**src/rtl/fan_ctrl_pkg.sv**
```systemverilog
// Shared widths, field offsets and FSM encoding for the FAN configuration sequencer.
// Latency: n/a (types and constant helpers only).
// Backpressure: n/a.
// Descriptor layout: {rep, lvl[NUM_LEVEL-1] .. lvl[0]}, each lvl = NUM_NODE nodes,
// each node packed {add_en, bypass_en, sel[2*SEL_IN-1:0]}.
package fan_ctrl_pkg;

    typedef enum logic [1:0] {
        IDLE  = 2'd0,
        RUN   = 2'd1,
        DRAIN = 2'd2
    } fsm_state_t;

    function automatic int node_w(input int sel_in);
        return 2 + 2 * sel_in;
    endfunction

    function automatic int lvl_w(input int num_node, input int sel_in);
        return num_node * node_w(sel_in);
    endfunction

    function automatic int cfg_w(input int num_level, input int num_node, input int sel_in);
        return num_level * lvl_w(num_node, sel_in);
    endfunction

    function automatic int desc_w(input int num_level, input int num_node, input int sel_in,
                                  input int cnt_w);
        return cfg_w(num_level, num_node, sel_in) + cnt_w;
    endfunction

    // Bit positions inside one node field.
    function automatic int add_en_ofs(input int sel_in);
        return 2 * sel_in + 1;
    endfunction

    function automatic int bypass_en_ofs(input int sel_in);
        return 2 * sel_in;
    endfunction

    // LSB of the repeat count inside a descriptor.
    function automatic int rep_ofs(input int num_level, input int num_node, input int sel_in);
        return cfg_w(num_level, num_node, sel_in);
    endfunction

endpackage

```
**src/rtl/fan_cfg_fifo.sv**
```systemverilog
// Descriptor buffer: synchronous FIFO of W bits x 2**AW entries with full/empty flags.
// Latency: pushed entry visible at pop_data the cycle after the push.
// Backpressure: push ignored when full, pop ignored when empty; flush/reset empty it.
// Ports: clk, rst_n (sync, active-low), flush (sync clear), push/push_data,
//        pop/pop_data (show-ahead head entry), full, empty.
module fan_cfg_fifo #(
    parameter int W  = 8,
    parameter int AW = 2
) (
    input  logic         clk,
    input  logic         rst_n,
    input  logic         flush,
    input  logic         push,
    input  logic [W-1:0] push_data,
    input  logic         pop,
    output logic [W-1:0] pop_data,
    output logic         full,
    output logic         empty
);

    localparam int DEPTH = 1 << AW;

    logic [W-1:0]  mem [DEPTH];
    logic [AW-1:0] wr_ptr;
    logic [AW-1:0] rd_ptr;
    logic [AW:0]   count;
    logic          do_push;
    logic          do_pop;

    assign do_push  = push & ~full;
    assign do_pop   = pop & ~empty;
    // count tops out at DEPTH, so its MSB alone marks full.
    assign full     = count[AW];
    assign empty    = (count == '0);
    assign pop_data = mem[rd_ptr];

    always_ff @(posedge clk) begin
        if (!rst_n || flush) begin
            wr_ptr <= '0;
            rd_ptr <= '0;
            count  <= '0;
        end else begin
            if (do_push) wr_ptr <= wr_ptr + 1'b1;
            if (do_pop)  rd_ptr <= rd_ptr + 1'b1;
            count <= count + (AW+1)'(do_push) - (AW+1)'(do_pop);
        end
    end

    always_ff @(posedge clk) begin
        if (rst_n && !flush && do_push) mem[wr_ptr] <= push_data;
    end

endmodule

```
**src/rtl/fan_cfg_sequencer.sv**
```systemverilog
// FAN tree sequencer: buffers node-config descriptors and issues each to the tree for rep+1 vectors.
// Latency: first vec_ready 2 cycles after accept into empty IDLE; fire at t -> level k at t+1+k, out_valid t+1+NUM_LEVEL.
// Backpressure: cfg_ready drops when FIFO full or flushing; vec source gated by vec_ready; tree never stalls.
// Ports: clk, rst_n, flush; cfg_valid/cfg_ready/cfg_data (descriptor in); vec_valid/vec_ready (vector gate);
//        lvl_cfg/lvl_vld (per-level config + valid), out_valid (root), busy, cfg_err (sticky).
module fan_cfg_sequencer
    import fan_ctrl_pkg::*;
#(
    parameter int NUM_LEVEL = 3,
    parameter int NUM_NODE  = 4,
    parameter int SEL_IN    = 2,
    parameter int CNT_W     = 8,
    parameter int FIFO_AW   = 2
) (
    input  logic                                                 clk,
    input  logic                                                 rst_n,
    input  logic                                                 flush,
    input  logic                                                 cfg_valid,
    output logic                                                 cfg_ready,
    input  logic [desc_w(NUM_LEVEL, NUM_NODE, SEL_IN, CNT_W)-1:0] cfg_data,
    input  logic                                                 vec_valid,
    output logic                                                 vec_ready,
    output logic [cfg_w(NUM_LEVEL, NUM_NODE, SEL_IN)-1:0]         lvl_cfg,
    output logic [NUM_LEVEL-1:0]                                 lvl_vld,
    output logic                                                 out_valid,
    output logic                                                 busy,
    output logic                                                 cfg_err
);

    localparam int NODE_W  = node_w(SEL_IN);
    localparam int LVL_W   = lvl_w(NUM_NODE, SEL_IN);
    localparam int CFG_W   = cfg_w(NUM_LEVEL, NUM_NODE, SEL_IN);
    localparam int DESC_W  = desc_w(NUM_LEVEL, NUM_NODE, SEL_IN, CNT_W);
    localparam int ADD_OFS = add_en_ofs(SEL_IN);
    localparam int BYP_OFS = bypass_en_ofs(SEL_IN);
    localparam int REP_OFS = rep_ofs(NUM_LEVEL, NUM_NODE, SEL_IN);

    fsm_state_t        state;
    fsm_state_t        state_nxt;
    logic [CFG_W-1:0]  active_cfg;
    logic [CNT_W-1:0]  cnt;
    logic [DESC_W-1:0] fifo_din;
    logic [DESC_W-1:0] fifo_dout;
    logic              fifo_full;
    logic              fifo_empty;
    logic              push;
    logic              pop;
    logic              fire;
    logic              bad;
    logic [CFG_W-1:0]  san_cfg;
    logic [NODE_W-1:0] node;

    assign cfg_ready = rst_n & ~flush & ~fifo_full;
    assign push      = cfg_valid & cfg_ready;
    assign vec_ready = rst_n & ~flush & (state == RUN);
    assign fire      = vec_valid & vec_ready;
    assign busy      = (state != IDLE) | ~fifo_empty;

    // Contradictory nodes (add and bypass both requested) are neutralised before
    // they are stored, so the tree only ever sees legal configurations.
    always_comb begin
        san_cfg = cfg_data[CFG_W-1:0];
        bad     = 1'b0;
        node    = '0;
        for (int i = 0; i < NUM_LEVEL * NUM_NODE; i++) begin
            node = cfg_data[i*NODE_W +: NODE_W];
            if (node[ADD_OFS] && node[BYP_OFS]) begin
                bad           = 1'b1;
                node[ADD_OFS] = 1'b0;
                node[BYP_OFS] = 1'b0;
            end
            san_cfg[i*NODE_W +: NODE_W] = node;
        end
    end

    assign fifo_din = {cfg_data[REP_OFS +: CNT_W], san_cfg};

    fan_cfg_fifo #(
        .W  (DESC_W),
        .AW (FIFO_AW)
    ) u_fifo (
        .clk       (clk),
        .rst_n     (rst_n),
        .flush     (flush),
        .push      (push),
        .push_data (fifo_din),
        .pop       (pop),
        .pop_data  (fifo_dout),
        .full      (fifo_full),
        .empty     (fifo_empty)
    );

    // A pop always loads the active register; in RUN it coincides with the last
    // fire of the previous descriptor so back-to-back descriptors have no bubble.
    always_comb begin
        state_nxt = state;
        pop       = 1'b0;
        case (state)
            IDLE: begin
                if (!fifo_empty) begin
                    pop       = 1'b1;
                    state_nxt = RUN;
                end
            end
            RUN: begin
                if (fire && (cnt == '0)) begin
                    if (!fifo_empty) pop = 1'b1;
                    else             state_nxt = DRAIN;
                end
            end
            DRAIN: begin
                if (!fifo_empty) begin
                    pop       = 1'b1;
                    state_nxt = RUN;
                end else if ((lvl_vld == '0) && !out_valid) begin
                    state_nxt = IDLE;
                end
            end
            default: state_nxt = IDLE;
        endcase
    end

    always_ff @(posedge clk) begin
        if (!rst_n || flush) begin
            state      <= IDLE;
            active_cfg <= '0;
            cnt        <= '0;
        end else begin
            state <= state_nxt;
            if (pop) begin
                active_cfg <= fifo_dout[CFG_W-1:0];
                cnt        <= fifo_dout[REP_OFS +: CNT_W];
            end else if (fire && (cnt != '0)) begin
                cnt <= cnt - 1'b1;
            end
        end
    end

    // Error flag survives flush; only reset clears it.
    always_ff @(posedge clk) begin
        if (!rst_n)          cfg_err <= 1'b0;
        else if (push && bad) cfg_err <= 1'b1;
    end

    // Triangular pipeline: stage g keeps slices g..NUM_LEVEL-1 of its vector's
    // config and hands the upper ones on, so each level sees the config of the
    // vector it currently holds. Idle stages carry all-zero config.
    for (genvar g = 0; g < NUM_LEVEL; g++) begin : g_stage
        localparam int SW = (NUM_LEVEL - g) * LVL_W;
        logic          vld_q;
        logic [SW-1:0] cfg_q;

        if (g == 0) begin : g_head
            always_ff @(posedge clk) begin
                if (!rst_n || flush) begin
                    vld_q <= 1'b0;
                    cfg_q <= '0;
                end else begin
                    vld_q <= fire;
                    cfg_q <= fire ? active_cfg : '0;
                end
            end
        end else begin : g_tail
            always_ff @(posedge clk) begin
                if (!rst_n || flush) begin
                    vld_q <= 1'b0;
                    cfg_q <= '0;
                end else begin
                    vld_q <= g_stage[g-1].vld_q;
                    cfg_q <= g_stage[g-1].cfg_q[SW+LVL_W-1:LVL_W];
                end
            end
        end

        assign lvl_vld[g]               = vld_q;
        assign lvl_cfg[g*LVL_W +: LVL_W] = cfg_q[LVL_W-1:0];
    end

    always_ff @(posedge clk) begin
        if (!rst_n || flush) out_valid <= 1'b0;
        else                 out_valid <= g_stage[NUM_LEVEL-1].vld_q;
    end

endmodule
```
**config.mk**
```make
export PLATFORM = sky130hd
export DESIGN_NAME = fan_cfg_sequencer
export DESIGN_NICKNAME = d
export VERILOG_FILES = /design/src/rtl/fan_ctrl_pkg.sv /design/src/rtl/fan_cfg_fifo.sv /design/src/rtl/fan_cfg_sequencer.sv
export SDC_FILE = /design/constraint.sdc
export NUM_CORES = 1
export LEC_CHECK = 0
export ABC_AREA = 1
export CAP_MARGIN = 20
export CORE_AREA = 2 2 226 183
export CTS_CLUSTER_SIZE = 25
export DETAILED_ROUTE_END_ITERATION = 16
export DIE_AREA = 0 0 228 185
export PLACE_DENSITY = 0.77
export SYNTH_ARGS = -nofsm -noshare
export SYNTH_HDL_FRONTEND = slang
export SYNTH_HIERARCHICAL = 1
export SYNTH_SLANG_ARGS = --single-unit
```
**constraint.sdc**
```tcl
create_clock -name clk -period 11 [get_ports clk]
set_input_delay 2.2 -clock clk [delete_from_list [all_inputs] [get_ports clk]]
set_output_delay 2.2 -clock clk [all_outputs]
set_load 0.01 [all_outputs]
```
Yosys cells after proc, flatten, opt, wreduce, memory -nomap -nowiden
Memory sizes are Yosys's and may differ from the RTL's. A register that Yosys moved wholly into a read port is not among the register bits. Cells that the tools add are included.

Bits in writable memories: 320. Logic and storage cells: 109. Memories: 1. Output and inout bits: 80. Register bits after elaboration: 238. Input port bits: 85.

Memory list: u_fifo.mem (depth 4, bits a word 80, rd ports 1, clocked after memory_dff 1, wr ports 1, RTL line fan_cfg_fifo.sv:23) `logic [W-1:0] mem [DEPTH];`.

Add/subtract/negate cells: 5. Equality and inequality tests: 6. Bitwise operators: 12. Reduce and logical (&&, ||, !) cells: 32. Muxes and demuxes: 39.

Operators with widths (count): 2-bit 2-to-1 mux (19); 1-bit logical AND (18); 1-bit 2-to-1 mux (16); 8-bit 2-to-1 mux (2); 8-bit zero test (1); 8-bit nonzero test (1); 8-bit by 1-bit subtractor with 8-bit output (second input constant) (1); 1-bit bitwise AND (7); 3-bit zero test (2); 2-bit case mux with 3 select lines (1); 2-bit by 1-bit adder with 2-bit output (second input constant) (2); 2-bit inequality test (second input constant) (2); 1-bit NOT (4); 4-bit AND reduction (1); 2-bit nonzero test (2); 2-bit OR reduction (2); 3-bit by 1-bit adder with 3-bit output (1); 1-bit zero test (3); 3-bit inequality test (second input constant) (1); 3-bit by 1-bit subtractor with 3-bit output (1); 2-bit by 1-bit == test with 1-bit output (second input constant) (1); 2-bit == test (second input constant) (1); 2-bit zero test (1); 2-bit by 1-bit inequality test with 1-bit output (second input constant) (1); 3 further kinds (3).

Longest topological paths before layout
Gate-level depths: netlist of the first run.

Word-level depth: 14. Depth in mapped cells: 16. Depth with buffers taken out: 15.

By module
Netlist of the first run, hierarchy kept.

Modules (own cells, without submodules): fan_cfg_fifo (instances 1, sequential area each 9789.4 um^2, cells each 840, area an instance 12298.0 um^2); fan_cfg_sequencer (instances 1, sequential area each 4624.4 um^2, cells each 1013, area an instance 8206.6 um^2).

Worst setup path after synthesis of the first run
OpenSTA, ideal clock, no wires.

Path type: input to register. Start point: in rst_n. End point: mem u_fifo/mem[0][0] (netlist name), enable pin. Required time: 10.481 ns. Arrival time: 6.275 ns. Setup time: 0.519 ns. Path buffers: 0. Slack: 4.206 ns. Stages: 6. Path through: inv_1 -> nor2_2 -> inv_1 -> nor3b_1 -> nand3_1 -> nor2_1.

Cells in the longest elaborated chain, start to end: 7. Elaborated cells on any way between the ends: 8. Classes of those cells: mux (2); bitwise (4); reduce/logical (2).

RTL lines: start, declared (RTL line fan_cfg_sequencer.sv:16) `input logic rst_n,`; 1-bit bitwise AND (2 in series) (RTL line fan_cfg_sequencer.sv:53) `assign cfg_ready = rst_n & ~flush & ~fifo_full;`; 1-bit bitwise AND (RTL line fan_cfg_sequencer.sv:54) `assign push = cfg_valid & cfg_ready;`; net push (RTL line fan_cfg_sequencer.sv:46) `logic push;`; 1-bit bitwise AND (RTL line fan_cfg_fifo.sv:30) `assign do_push = push & ~full;`; 1-bit logical AND (RTL line fan_cfg_fifo.sv:50) `if (rst_n && !flush && do_push) mem[wr_ptr] <= push_data;`; 1-bit 2-to-1 mux (RTL line fan_cfg_fifo.sv:50); 1-bit 2-to-1 mux (implied by the code) (RTL line fan_cfg_fifo.sv:50); end, declared (RTL line fan_cfg_fifo.sv:23).

The timed path passes the listed nets, and every way through them passes these cells.

Worst setup path after layout of the first run
Start point: in rst_n. End point: out cfg_ready.

Cells in the longest elaborated chain, start to end: 2.

RTL lines: 1-bit bitwise AND (2 in series) (RTL line fan_cfg_sequencer.sv:53); end, declared (RTL line fan_cfg_sequencer.sv:19) `output logic cfg_ready,`.

No other way between the ends.

==> out/metrics.cfg, run 1 <==
[status]
status = complete, no violations

[clock_network]
cts.sinks = 560
cts_setup_buffers = 0
clk_pin_slew_ns = 0.06
worstSkewPairLatency_ns = 0.58
h-tree-depth = 2
cts-buffers-inserted = 53
cts_tree = built
cts_root_buf = clkbuf_16
cts_resized = 0
clockBufferDepth = 3
postCtsHoldBufs = 0

[global_routing]
grt_pass1_vias = 12500
grt_pass1_wl_microns = 66200
grt_max_degree = 161
track_usage = 0.200
grt.overflow.total = 0
antenna_found_initial = 5

[floorplan]
die_h_microns = 185
rows = 66
dieWidth_microns = 228
start_util = 0.511
io_pins = 165
dieArea_sq_um = 42200
core_region_area_sq_um = 40100

[min_path]
min_path_cells = 2
hold_class = reg -> reg

[critical_path]
reg2reg_slack_ns = 7.41
end_kind = output pin
r2r_cells = 11
crit_required_ns = 8.80
worstSetupPathType = in -> out
crit_fanout = 76
critPathLaunchType = input port
critPathArrivalTime_ns = 5.32

[logic_synthesis]
yosys.cell_types.count = 29
netlist_area_sq_um = 20500
ys_warn_count = 6
synth_top_area_frac = 0.469
ys_top_cells_by_area = edfxtp_1 47%, dfxtp_1 23%, nor2_1 8.2%
ys_seq_area_frac = 0.703
ys_ff_latch = 560
avgSynthCellArea_sq_um = 11.1
synth.net_count = 1947
synthCells = 1853
yosysTopAreaCell = edfxtp_1

[timing]
fin_worst_skew_ns = 0.0237
period_share = 0.684
rsz0062_at_grt = no
timing.fmax_ghz = 0.133
slew_viol_final = 0
fin_crit_ns = 7.52
hold_violations = 0
slew_headroom = 0.328
hold_slack_ns = 0.388
fin_tns_setup_ns = 0
final-setup-viol-count = 0
worst_slew_pin_slew_ns = 1.01

[final_layout]
multi_input_area_sq_um = 4440
fillers = 3194
fin_nets = 2032
layout-drive-gt1-share = 0.0883
area_delta_synth_final_pct = 16.8
seq_area_sq_um = 14400

[placement]
routabilityCongestion = 0.841
numPortBuffers = 164
dp.final_hpwl_microns = 23300

[route]
viasPerCell = 5.03
vias = 12700
routedWlPerCell_microns = 16.8
drc = 0
postRouteAntennaNets = 0
wl_microns = 42400
drt_iter0_drc = 1164
drt_pass1_iterations = 5

[power]
ir_drop_mv = 0.140
power_leakage_nw = 8.35
power_density_nw_per_um2 = 177

[job]
cap_violations = 0

## metal layers
| metal | global-route usage | up-vias | routed length (microns) |
|---|---|---|---|
| met4 | 0.0664 | 10 | 1120 |
| met3 | 0.0497 | 91 | 3310 |
| met1 | 0.255 | 5987 | 17900 |
| met5 | 0 | - | 62 |
| met2 | 0.336 | 398 | 20000 |
| li1 | - | 6229 | - |
## layout make-up
class / count / share of cell area
well taps: 544 / 0.0284
clock buffers: 74 / 0.0647
inverters: 211 / 0.0334
clock inverters: 25 / 0.0132
repair buffers: 174 / 0.0725
flip-flops and latches: 560 / 0.602
multi-input cells: 938 / 0.185
diodes: 1 / 0.000104
## metrics by stage
step	cells	utilization	power (mW)	instance area, sq um	setup slack [ns]
3_3_place_gp	2426	0.549	2.36	22100	3.48
5_1_grt	2526	0.597	4.36	23900	3.25
6_report	2527	0.597	4.23	23900	3.48
2_1_floorplan	1853	-	2.31	20500	4.21
4_1_cts	2525	0.596	4.26	23900	3.48
3_5_place_dp	2426	0.549	2.37	22100	3.48
## worst max-delay path: stages
cell and delay (ns):
clkdlybuf4s50_1 0.48, inv_1 0.08, nor2_4 0.07, buf_4 0.66, clkinv_2 0.54, buf_4 0.49, nor2_1 0.17, clkdlybuf4s50_1 0.57
## registers in the layout, indices dropped and copies added, names as in the netlist, named ones only
| register | count |
|---|---|
| state | 2 |
| g_stage.cfg_q | 144 |
| u_fifo/wr_ptr | 2 |
| g_stage.vld_q | 3 |
| u_fifo/mem | 320 |
| cnt | 8 |
| u_fifo/rd_ptr | 2 |
| active_cfg | 72 |
| cfg_err | 1 |
| out_valid | 1 |
| u_fifo/count | 3 |
## final timing paths
check | start | to
max reg2reg | u_fifo/count[2] | cnt[0]
max | rst_n | cfg_ready
min reg2reg | g_stage[1].cfg_q[47] | g_stage[2].cfg_q[23]
min | g_stage[1].cfg_q[47] | g_stage[2].cfg_q[23]
## cells in the mapped netlist
cell type and n:
a21oi_1 14, buf_1 7, buf_12 1, buf_2 8, buf_4 53, buf_6 18
clkbuf_1 57, dfxtp_1 240, edfxtp_1 320, fa_1 1, ha_1 8, inv_1 208
inv_2 2, inv_6 1, nand2_1 54, nand2_4 1, nand3_1 16, nand3_4 1
nand3b_1 1, nand4_1 6, nor2_1 447, nor2_2 63, nor2_4 3, nor3b_1 1
o2111ai_1 1, o21ai_0 225, o21ai_1 10, o22ai_1 82, xor2_1 4
## cell usage in the layout, fill, tap and decap left out, types with 2 or more instances in the layout
cell | netlist | routed
xor2_1 | 4 | 4
edfxtp_1 | 320 | 320
nor2_4 | 3 | 8
dfxtp_1 | 240 | 238
clkbuf_8 | 0 | 8
nor2_1 | 447 | 443
a21oi_1 | 14 | 14
nand3_1 | 16 | 15
ha_1 | 8 | 8
dfxtp_4 | 0 | 2
clkinv_2 | 0 | 9
clkbuf_1 | 57 | 9
clkbuf_16 | 0 | 56
nand2_1 | 54 | 54
o21ai_0 | 225 | 225
inv_2 | 2 | 2
clkdlybuf4s50_1 | 0 | 164
nand4_1 | 6 | 6
nand3_4 | 1 | 2
o21ai_1 | 10 | 10
inv_1 | 208 | 206
inv_6 | 1 | 2
nor2_2 | 63 | 62
o22ai_1 | 82 | 82
clkinv_1 | 0 | 5
buf_4 | 53 | 9
bufinv_16 | 0 | 7
## power by group
part	internal (mW)	switching, mW
logic	0.0406	0.0605
registers	2.22	0.00365
clock network	1.15	0.758
total	3.41	0.822
## cells by family after synthesis
group	after synthesis	share of synthesized area
xor gates and xnor gates	4	0.00171
DFF	560	0.703
adders and majority gates	9	0.00586
and+or+nand+nor	593	0.120
buffers and inverters	355	0.0828
AOI/OAI and AO/OA	332	0.0862
(Power assumes the default switching activity.)
==> run 2: changes to the inputs <==
--- a/config.mk
+++ b/config.mk
@@ -11,7 +11,7 @@
 export CTS_CLUSTER_SIZE = 25
 export DETAILED_ROUTE_END_ITERATION = 16
 export DIE_AREA = 0 0 228 185
-export PLACE_DENSITY = 0.77
+export PLACE_DENSITY = 0.8
 export SYNTH_ARGS = -nofsm -noshare
 export SYNTH_HDL_FRONTEND = slang
 export SYNTH_HIERARCHICAL = 1
==> constraint.sdc (replaced) <==
create_clock -name clk -period 6.1 [get_ports clk]
set_input_delay 1.22 -clock clk [delete_from_list [all_inputs] [get_ports clk]]
set_output_delay 1.22 -clock clk [all_outputs]
set_load 0.01 [all_outputs]
==> run 2 against run 1 <==
Sequential power up 81%. Critical endpoint is now vec_ready. Flip-flop and latch count is the same. Largest cell class unchanged. Wire length grew 0.48%. Non-clock buffer count up 6. Hold slack improved by 0.018 ns. Clock skew down 0.011 ns. Global-route usage hardly changed.
==> out/metrics.cfg, run 2 (synthesized netlist as in run 1, its figures left out) <==
[final_layout]
fillers = 3198  ; +0.13%
seq_area_sq_um = 14400  ; unchanged
fin_nets = 2037  ; +0.25%
final_cell_mix = 443 x nor2_1, 320 x edfxtp_1, 238 x dfxtp_1
area_delta_synth_final_pct = 16.3
top_regs = u_fifo/mem (320), g_stage.cfg_q (144), active_cfg (72)
multi_input_area_sq_um = 4440  ; unchanged
layout_commonest_cell = nor2_1
layoutNonFillerInstCount = 2529  ; +0.079%
layout-drive-gt1-share = 0.0867  ; -0.00160
regMostFlops = u_fifo/mem
largest_reg_flops = 320  ; unchanged

[power]
ir_drop_mv = 0.188  ; +34%
power_leakage_nw = 8.31  ; -0.48%
power_density_nw_per_um2 = 309  ; +75%
net-switching-power_mw = 1.45  ; +77%
p_int_mw = 5.92  ; +74%
combPwrFrac = 0.025  ; about the same
pwr-share-clk = 0.432  ; -0.019
p_sw_frac = 0.197  ; +0.00267
seqPwrFrac = 0.543  ; +0.018

[clock_network]
clk_pin_slew_ns = 0.05  ; about the same
cts.sinks = 560  ; unchanged
cts_tree = built
cts_resized = 0  ; unchanged
h-tree-depth = 2  ; unchanged
worstSkewPairLatency_ns = 0.57  ; about the same
cts_root_buf = clkbuf_16
cts-buffers-inserted = 52  ; -1.9%
clockBufferDepth = 3  ; unchanged
postCtsHoldBufs = 0  ; unchanged
cts_setup_buffers = 0  ; unchanged

[floorplan]
die_h_microns = 185  ; unchanged
start_util = 0.511  ; unchanged
dieArea_sq_um = 42200  ; unchanged
io_pins = 165  ; unchanged
rows = 66  ; unchanged
dieWidth_microns = 228  ; unchanged
core_region_area_sq_um = 40100  ; unchanged

[route]
drt_pass1_iterations = 4  ; -1
routedWlPerCell_microns = 16.8  ; +0.40%
vias = 13000  ; +2.1%
drt_iter0_drc = 1010  ; -13%
drc = 0  ; unchanged
postRouteAntennaNets = 0  ; unchanged
viasPerCell = 5.14  ; +2.1%
wl_microns = 42600  ; +0.48%

[min_path]
min_to = g_stage[1].cfg_q[44]
hold_class = reg -> reg
min_path_cells = 2  ; unchanged
hold_start = g_stage[0].cfg_q[68]

[critical_path]
critPathLaunchType = input port
path_buf_inv = 5  ; -1
reg2reg_slack_ns = 2.97  ; -4.44 ns
end_kind = output pin
crit_path_cell_trace = clkdlybuf4s50_1 > inv_1 > nor2_4 > buf_4 > nand2_1 > inv_1 > clkdlybuf4s50_1
timing.rr.end = cnt[0]
critPathArrivalTime_ns = 3.44  ; -1.88 ns
path_depth = 7  ; -1
worstSetupPathType = in -> out
crit_fanout = 75  ; -1.3%
crit_required_ns = 4.88  ; -3.92 ns
cp_top_family = buffers and inverters
reg2reg_from = u_fifo/count[2]
crit_path_max_incr_delay_ns = 0.64  ; -0.02 ns
cp_slowest_cell = buf_4
r2r_cells = 11  ; unchanged

[global_routing]
grt_pass1_vias = 12800  ; +1.9%
antenna_found_initial = 4  ; -1
track_usage = 0.200  ; +0.000433
grt_pass1_wl_microns = 66900  ; +1.0%
grt_max_degree = 161  ; unchanged
grt.overflow.total = 0  ; unchanged

[placement]
routabilityCongestion = 0.747  ; -11%
place_inst = 2432  ; +0.25%
dp.final_hpwl_microns = 23400  ; +0.17%
numPortBuffers = 164  ; unchanged

[timing]
hold_violations = 0  ; unchanged
fin_crit_ns = 4.66
rsz0062_at_grt = no
period_share = 0.764
worst_slew_pin_slew_ns = 0.987  ; -0.0218 ns
fin_tns_setup_ns = 0  ; unchanged
slew_headroom = 0.342  ; +0.0145
timing.fmax_ghz = 0.214
final-setup-viol-count = 0  ; unchanged
slew_viol_final = 0  ; unchanged
fin_worst_skew_ns = 0.0123  ; -0.0115 ns

[job]
cap_violations = 0  ; unchanged

[status]
status = complete, no violations

-- run 2: how the worst max path moves through the flow --
stage | start | endpoint | slack, ns
after CTS | rst_n | vec_ready | 1.41
final | rst_n | vec_ready | 1.44
after detailed placement | rst_n | u_fifo/count[1] | 1.32
after global placement | rst_n | vec_ready | 1.47
after floorplan | rst_n | u_fifo/mem[0][0] | 0.29
after global routing | rst_n | vec_ready | 1.30
-- run 2: stage by stage --
step / power (mW) / hold slack, ns / utilization / area, sq um / setup WS [ns]
4_1_cts: 7.43 / 0.408 / 0.594 / 23800 / 1.41
2_1_floorplan: 4.17 / 0.394 / - / 20500 / 0.286
6_report: 7.37 / 0.407 / 0.594 / 23900 / 1.44
5_1_grt: 7.59 / 0.420 / 0.594 / 23900 / 1.30
3_5_place_dp: 4.27 / 0.397 / 0.552 / 22100 / 1.32
3_3_place_gp: 4.26 / 0.396 / 0.552 / 22100 / 1.47
-- run 2: per-layer routing --
layer  global-route usage  wire length [microns]
met3               0.0445                   3300
met5                    0                     35
met1                0.262                  18600
met4               0.0505                    629
met2                0.341                  20000
-- run 2: power by group through the flow --
stage / combinational, mW / sequential, mW / clock, mW
6_report: 0.182 / 4.01 / 3.18
5_1_grt: 0.198 / 4.01 / 3.39
4_1_cts: 0.181 / 4.01 / 3.24
3_5_place_dp: 0.179 / 4.09 / 0
3_3_place_gp: 0.173 / 4.09 / 0
2_1_floorplan: 0.0770 / 4.09 / 0
-- run 2: worst min-delay path: cells and delay by family (launching register included) --
kind,cells,cell delay (ns)
buffers and inverters,1,0.04
and+or+nand+nor,1,0.03
DFF,1,0.29
-- run 2: final cells by class --
cell class,count,area share
repair buffers,180,0.0763
clock buffers,70,0.0614
diodes,1,0.000105
well taps,544,0.0285
flip-flops and latches,560,0.605
inverters,211,0.0336
clock inverters,25,0.00939
multi-input cells,938,0.186
==> run 3: changes to the inputs <==
--- a/config.mk
+++ b/config.mk
@@ -11,7 +11,7 @@
 export CTS_CLUSTER_SIZE = 25
 export DETAILED_ROUTE_END_ITERATION = 16
 export DIE_AREA = 0 0 228 185
-export PLACE_DENSITY = 0.8
+export PLACE_DENSITY = 0.77
 export SYNTH_ARGS = -nofsm -noshare
 export SYNTH_HDL_FRONTEND = slang
 export SYNTH_HIERARCHICAL = 1
==> constraint.sdc (replaced) <==
create_clock -name clk -period 4.35 [get_ports clk]
set_input_delay 0.87 -clock clk [delete_from_list [all_inputs] [get_ports clk]]
set_output_delay 0.87 -clock clk [all_outputs]
set_load 0.01 [all_outputs]
==> run 3 against run 2 <==
Register-to-register slack got worse by 1.3 ns. Sequential power rose by 40%. Final cell count rose by 0.36%. Hold slack improved by 0.00083 ns. Core utilization rose by 0.20 points. Die area did not move. Worst setup slack got worse by 0.23 ns. Total power rose by 41%. Clock skew rose by 0.0064 ns. Cell area rose by 0.33%.
==> out/metrics.cfg, run 3 (synthesized netlist as in run 1, its figures left out) <==
[final_layout]
regMostFlops = u_fifo/mem
largest_reg_flops = 320  ; unchanged
layoutNonFillerInstCount = 2538  ; +0.36%
layout_commonest_cell = nor2_1
area_delta_synth_final_pct = 16.7
fin_nets = 2042  ; +0.25%
top_regs = u_fifo/mem (320), g_stage.cfg_q (144), active_cfg (72)
final_cell_mix = 443 x nor2_1, 320 x edfxtp_1, 238 x dfxtp_1
design_area_sq_um = 23900  ; +0.33%
layout-drive-gt1-share = 0.0934  ; +0.00668

[critical_path]
crit_fanout = 3  ; -96%
end_kind = output pin
crit_path_cell_trace = clkdlybuf4s50_1 > inv_1 > nor2_4 > nand2_1 > inv_1 > clkdlybuf4s50_1
worstSetupPathType = in -> out
critPathArrivalTime_ns = 2.27  ; -1.17 ns
crit_path_max_incr_delay_ns = 0.53  ; -0.11 ns
critPathLaunchType = input port
crit_required_ns = 3.48  ; -1.40 ns
cp_slowest_cell = clkdlybuf4s50_1

[clock_network]
cts_tree = built
cts_setup_buffers = 0  ; unchanged
clk_pin_slew_ns = 0.06  ; about the same
cts-buffers-inserted = 52  ; unchanged
cts_root_buf = clkbuf_16
postCtsHoldBufs = 0  ; unchanged
h-tree-depth = 2  ; unchanged
cts.sinks = 560  ; unchanged
worstSkewPairLatency_ns = 0.58  ; about the same
clockBufferDepth = 3  ; unchanged
cts_resized = 0  ; unchanged

[floorplan]
core_region_area_sq_um = 40100  ; unchanged
io_pins = 165  ; unchanged
die_h_microns = 185  ; unchanged
rows = 66  ; unchanged
dieArea_sq_um = 42200  ; unchanged
dieWidth_microns = 228  ; unchanged
start_util = 0.511  ; unchanged

[job]
cap_violations = 0  ; unchanged

[status]
status = complete, no violations

[timing]
rsz0062_at_grt = no
slew_viol_final = 0  ; unchanged
hold_violations = 0  ; unchanged
slew_headroom = 0.376  ; +0.0342
fin_crit_ns = 3.14
fin_worst_skew_ns = 0.0186  ; +0.00638 ns
worst_slew_pin_slew_ns = 0.935  ; -0.0514 ns
timing.fmax_ghz = 0.318
final-setup-viol-count = 0  ; unchanged
period_share = 0.723

[power]
combPwrFrac = 0.025  ; about the same
net-switching-power_mw = 2.07  ; +42%
power_density_nw_per_um2 = 433  ; +40%
pwr-share-clk = 0.433  ; about the same
p_int_mw = 8.30  ; +40%
seqPwrFrac = 0.542  ; about the same
power_leakage_nw = 8.36  ; +0.62%
p_sw_frac = 0.200  ; +0.00260
ir_drop_mv = 0.298  ; +59%

[placement]
place_area_sq_um = 22200  ; +0.17%
numPortBuffers = 164  ; unchanged
place_inst = 2437  ; +0.21%
dp.final_hpwl_microns = 24800  ; +6.1%
routabilityCongestion = 0.900  ; +21%

[global_routing]
grt_pass1_vias = 12400  ; -2.6%
grt.overflow.total = 0  ; unchanged
track_usage = 0.204  ; +0.00337
grt_max_degree = 161  ; unchanged
antenna_found_initial = 3  ; -1
grt_pass1_wl_microns = 67400  ; +0.86%

[route]
top_layer_used = met5
wl_met3_microns = 3230  ; -2.2%
routedWlPerCell_microns = 17.2  ; +1.9%
drc = 0  ; unchanged
drt_pass1_iterations = 5  ; +1
viasPerCell = 5.06  ; -1.5%
drt_iter0_drc = 1054  ; +4.4%
met2RoutedLength_microns = 20600  ; +2.9%
vias = 12800  ; -1.1%
wl_microns = 43600  ; +2.3%
postRouteAntennaNets = 0  ; unchanged
wl_met1_microns = 18900  ; +1.3%

[min_path]
hold_class = reg -> reg

run 3: changes by cell type in the layout (fill, tap and decap cells not counted), moves of 3 or more:
cell,previous run,this run
buf_4,12,17
bufinv_16,4,1
clkbuf_1,9,12
clkbuf_16,53,57
clkinv_1,10,1
clkinv_2,11,17
run 3: layout make-up:
cell class	count	area, sq um
clock inverter	21	145
tap	544	681
multi-input combinational	938	4440
inverter	211	801
timing repair buffer	185	1860
sequential	560	14400
antenna	2	5.00
clock buffer	77	1580
fill	3209	16200
run 3: worst paths after layout:
kind	startpoint	endpoint	slack [ns]	depth (start not counted)
worst min register to register	g_stage[0].cfg_q[67]	g_stage[1].cfg_q[43]	0.41	2
worst min-delay path	g_stage[0].cfg_q[67]	g_stage[1].cfg_q[43]	0.41	2
worst max register to register	flip-flop	cnt[4]	1.68	7
worst max-delay path	rst_n	vec_ready	1.21	6
run 3: metrics by stage:
step                      utilization  hold slack, ns  setup WS [ns]  TNS (ns)  total power, mW
after floorplan                     -           0.394          -1.11   -356.52             5.84
after global placement          0.552           0.398          0.675         0             5.98
after detailed placement        0.552           0.398          0.654         0             5.99
after CTS                       0.595           0.409           1.19         0             10.4
after global routing            0.596           0.422           1.04         0             10.7
final                           0.596           0.408           1.21         0             10.4
run 3: power groups by stage:
stage | logic [mW] | clock network (mW) | registers, mW
2_1_floorplan | 0.108 | 0 | 5.74
3_3_place_gp | 0.251 | 0 | 5.73
3_5_place_dp | 0.257 | 0 | 5.73
4_1_cts | 0.261 | 4.56 | 5.62
5_1_grt | 0.283 | 4.78 | 5.62
6_report | 0.259 | 4.49 | 5.62
run 3: critical path, delay by kind of cell:
family,cells,cell delay (ns)
and+or+nand+nor,2,0.23
buffers and inverters,4,1.18
run 3: metal layers:
metal  vias to the layer above  track usage
met3                        73       0.0422
met5                         -            0
li1                       6243            -
met2                       445        0.335
met1                      6081        0.274
met4                         2       0.0609
==> edit 1, RTL diff (config.mk and constraints of run 3) <==
Set the parameter `CNT_W` to 9 (it was 8).
--- a/src/rtl/fan_cfg_sequencer.sv
+++ b/src/rtl/fan_cfg_sequencer.sv
@@ -9,7 +9,7 @@
     parameter int NUM_LEVEL = 3,
     parameter int NUM_NODE  = 4,
     parameter int SEL_IN    = 2,
-    parameter int CNT_W     = 8,
+    parameter int CNT_W     = 9,
     parameter int FIFO_AW   = 2
 ) (
     input  logic                                                 clk,
Ports: changed (resized cfg_data); port bits go from 165 to 166. The function was not compared with the original's and may differ.
==> edit 1 against run 3 <==
  * Sequential cell count is 5 higher
  * Cell area is 1.5% higher
  * Setup slack worse by 0.057 ns
  * Routed wire length is 1.2% higher
  * Total power is 4.3% higher
  * Synthesized area is 1.1% higher
  * Die area stayed put
  * Highest routed layer unchanged
==> edit 1: results <==
synth:
  yosys-top-cells-area: "edfxtp_1 (47%), dfxtp_1 (23%), nor2_1 (8.9%), o21ai_0 (5.3%), inv_1 (3.8%)"
  synth_cell_types: 35
  ys_warn_count: 6
  ys.flop_type: "edfxtp_1"
  netlist_top_cells_count: "nor2_1 (492), edfxtp_1 (324), dfxtp_1 (241)"
  syn_nets: 1970
  synth_edf_count: 324
  synth-async-reset-ratio: 0
  seq_area_frac_synth: 0.702
detailed_routing:
  routed_via_density: 5.14
  drt_iter0_drc: 1248
  drt-pass1-iter-count: 5
  routed_wl_um: 44100
clocking:
  cts_resized: 0
  cts_buffers: 53
  cts.root.buffer_cell: "clkbuf_16"
  clkTransAtPathRegs_ns: 0.06
  clock_path_buffers: 3
  htreeDepth: 2
  cts_setup_buffers: 0
layout:
  regArea_um2: 14600
  fin_nets: 2066
  top_regs: "u_fifo/mem: 324 flops, g_stage.cfg_q: 144 flops, active_cfg: 72 flops"
  fillCellCount: 3172
  layout-drive-gt1-share: 0.0779
setup_path:
  timing.rr.end: "cnt[8]$_SDFFE_PP0P_"
  crit_slowest_cell: "nor2_4"
  reg2reg_depth: 7
  startpoint: "rst_n"
  crit_family: "simple AND/OR/NAND/NOR gates"
  path_class: "input port to flip-flop"
  rrSetupSlack_ns: 1.52
  critical_path_arrival_ns: 3.48
  cpPeakStageDelay_ns: 0.70
  crit_fanout: 14
pwr:
  p_leak_nw: 8.53
  vdd_drop_max_mv: 0.359
placement:
  place.gp.congestion: 0.773
  numPortBuffers: 165
  dpl.hpwl_um: 25100
  place_area_um2: 22400
  place_ws_ns: 0.606
grt:
  grt_max_degree: 163
  antenna_found_initial: 3
  grt_pass1_wl_um: 69400
  grt_pass1_vias: 12900
  track_usage: 0.208
min_path:
  hold_class: "flip-flop to flip-flop"
  worstHoldStart: "g_stage[0].cfg_q[57]$_SDFF_PP0_"
  hold-path-endpoint: "g_stage[1].cfg_q[33]$_SDFF_PP0_"
outcome:
  status: "finished clean"
sta:
  worst_slack_ns: 1.15
  slew_headroom: 0.271
  skew_ns: 0.0145
-- edit 1: changes by cell type in the layout (fill, tap and decap cells not counted), moves of 5 or more --
cell      delta
nor2_1      +45
nor2_2      -34
o21ai_1     +14
clkinv_2     -8
buf_4        -6
o21ai_0      -6
buf_12       +5
nand2_1      -5
nand3_1      +5
-- edit 1: report_power, final --
part	internal (W)	switching, W	total (W)
registers	0.00566	0.00000946	0.00567
logic	0.000106	0.000158	0.000264
clock network	0.00293	0.00194	0.00487
total	0.00870	0.00211	0.0108
-- edit 1: routing by layer --
| metal | track usage | wire (µm) | up-vias |
|---|---|---|---|
| met4 | 0.0539 | 729 | 2 |
| met2 | 0.348 | 20700 | 470 |
| li1 | - | - | 6333 |
| met5 | 0 | 12 | - |
| met1 | 0.284 | 19400 | 6293 |
| met3 | 0.0351 | 3210 | 64 |
-- edit 1: cells by family after synthesis --
group	after synthesis	share of synthesized area
fa+ha+maj	9	0.00580
compound gates	339	0.0871
flops	565	0.702
xor+xnor	4	0.00169
simple gates	603	0.118
buf+inv	355	0.0849
-- edit 1: through the flow --
stage / hold slack, ns / std cells
6_report: 0.406 / 2562
5_1_grt: 0.418 / 2562
4_1_cts: 0.407 / 2560
3_5_place_dp: 0.397 / 2460
3_3_place_gp: 0.400 / 2460
2_1_floorplan: 0.394 / 1875
-- edit 1: tightest hold or removal path, stage by stage (launching register included) --
cell and delay, ns:
dfxtp_1 0.30, inv_1 0.04, nor2_1 0.03
-- edit 1: worst max-delay path by stage --
stage	end	slack, ns	depth (start not counted)
floorplan	u_fifo/mem[0][0]$_DFFE_PP_	-1.28	6
global placement	u_fifo/mem[0][36]$_DFFE_PP_	0.63	8
detailed placement	u_fifo/mem[0][37]$_DFFE_PP_	0.61	8
CTS	cfg_ready	1.17	6
global route	u_fifo/mem[0][34]$_DFFE_PP_	1.01	8
finish	u_fifo/mem[0][40]$_DFFE_PP_	1.15	8
-- edit 1: area by class of cell --
type                            count  area share
Antenna cell                        2    0.000206
Clock buffer                       81      0.0683
Clock inverter                     19     0.00942
Inverter                          212      0.0333
Multi-Input combinational cell    955       0.183
Sequential cell                   565       0.599
Tap cell                          544      0.0280
Timing Repair Buffer              184      0.0780
==> edit 2, RTL diff (flow settings as in run 3) <==
Made on the original files. Add an input register stage for `cfg_valid` and `cfg_data`; this delays them by one clock. The other inputs are not delayed to match.
--- a/src/rtl/fan_cfg_sequencer.sv
+++ b/src/rtl/fan_cfg_sequencer.sv
@@ -35,6 +35,14 @@
     localparam int BYP_OFS = bypass_en_ofs(SEL_IN);
     localparam int REP_OFS = rep_ofs(NUM_LEVEL, NUM_NODE, SEL_IN);
 
+    logic cfg_valid_q;
+    logic [desc_w(NUM_LEVEL, NUM_NODE, SEL_IN, CNT_W)-1:0] cfg_data_q;
+
+    always_ff @(posedge clk) begin
+        cfg_valid_q <= cfg_valid;
+        cfg_data_q  <= cfg_data;
+    end
+
     fsm_state_t        state;
     fsm_state_t        state_nxt;
     logic [CFG_W-1:0]  active_cfg;
@@ -51,7 +59,7 @@
     logic [NODE_W-1:0] node;
 
     assign cfg_ready = rst_n & ~flush & ~fifo_full;
-    assign push      = cfg_valid & cfg_ready;
+    assign push      = cfg_valid_q & cfg_ready;
     assign vec_ready = rst_n & ~flush & (state == RUN);
     assign fire      = vec_valid & vec_ready;
     assign busy      = (state != IDLE) | ~fifo_empty;
@@ -59,11 +67,11 @@
     // Contradictory nodes (add and bypass both requested) are neutralised before
     // they are stored, so the tree only ever sees legal configurations.
     always_comb begin
-        san_cfg = cfg_data[CFG_W-1:0];
+        san_cfg = cfg_data_q[CFG_W-1:0];
         bad     = 1'b0;
         node    = '0;
         for (int i = 0; i < NUM_LEVEL * NUM_NODE; i++) begin
-            node = cfg_data[i*NODE_W +: NODE_W];
+            node = cfg_data_q[i*NODE_W +: NODE_W];
             if (node[ADD_OFS] && node[BYP_OFS]) begin
                 bad           = 1'b1;
                 node[ADD_OFS] = 1'b0;
@@ -73,7 +81,7 @@
         end
     end
 
-    assign fifo_din = {cfg_data[REP_OFS +: CNT_W], san_cfg};
+    assign fifo_din = {cfg_data_q[REP_OFS +: CNT_W], san_cfg};
 
     fan_cfg_fifo #(
         .W  (DESC_W),
Formal check against the unedited RTL: not equivalent (Yosys sat finds a counterexample within 4 cycles, from zero or initial values and one cycle with rst_n low).
==> edit 2 against run 3 <==
  * Synthesized area rose by 7.3%
  * Clock power up 9.1%
  * Global-route usage down 0.23 points
  * Routed wire length fell by 2.3%
  * Non-clock buffer count shrank 5
  * Combinational power fell by 17%
  * Sequential share of layout area up 2.4 points
  * Total power grew 11%
  * Setup slack got worse by 0.26 ns
  * Sequential power increased by 15%
  * Utilization rose by 4.1 points
  * Cell area increased by 6.9%
  * Sequential cell count is 81 higher
==> edit 2: results <==
outcome:
  status: "finished clean"
synth:
  ys.flop_type: "dfxtp_1"
  synth_cell_types: 32
  synth_xor_area_frac: 0.00119
  seq_area_frac_synth: 0.729
  netlist_top_cells_count: "nor2_1 (367), dfxtp_1 (321), edfxtp_1 (320)"
  postSynthAreaPerCell_um2: 11.4
  syn_nets: 2030
min_path:
  hold-path-endpoint: "g_stage[2].cfg_q[12]$_SDFF_PP0_"
  worstHoldStart: "g_stage[1].cfg_q[36]$_SDFF_PP0_"
placement:
  dpl.hpwl_um: 23500
  place_area_um2: 23700
  place_inst: 2516
  place.gp.congestion: 0.775
  place_ws_ns: 0.570
grt:
  grt_pass1_wl_um: 67300
  track_usage: 0.201
  gr-usage-met1: 0.256
  antenna_found_initial: 0
  grtUsageMet3: 0.0328
  use_met2: 0.355
detailed_routing:
  met3_length_um: 2260
  drt_iter0_drc: 1067
  routed_via_density: 5.09
  wl_met2_um: 20900
  drt-met1-wl_um: 18500
  routed_wl_um: 42600
pwr:
  vdd_drop_max_mv: 0.331
  swShare: 0.196
  power_frac_clock: 0.424
layout:
  fillCellCount: 3040
  areaGrowthSynthToFinish_pct: 16.3
  antennaDiodeCount: 0
clocking:
  cts_buffers: 58
setup_path:
  timing.rr.end: "u_fifo/count[2]$_SDFF_PP0_"
  critical_path_arrival_ns: 2.54
sta:
  period_share: 0.783
  worst_hold_slack_ns: 0.396
  skew_ns: 0.0197
## edit 2: cell types whose count changed after synthesis, sizes merged, moves of 2 or more
cell           run 3  this run
o21ai            235       166
nor2             513       373
dfxtp            240       321
nand2             55       201
o22ai             82        80
nand3             17        12
clkbuf            57        61
a21oi             14        83
buf               87        82
## edit 2: cell type report
type,instances,area share
multi-input cells,940,0.168
clock buffers,87,0.0674
well taps,544,0.0266
flip-flops and latches,641,0.627
repair buffers,180,0.0740
inverters,212,0.0315
clock inverters,20,0.00572
## edit 2: kinds of logic after synthesis
logic type               after synthesis
adder cells (fa/ha/maj)                9
XOR/XNOR                               3
buffers and inverters                355
AND/OR/NAND/NOR                      596
flip-flops                           641
AO/OA/AOI/OAI                        332
## edit 2: critical path: stages
cell	delay [ns]
clkdlybuf4s50_1	0.48
inv_1	0.07
nor2_2	0.36
nand2_2	0.14
inv_1	0.08
clkdlybuf4s50_1	0.52
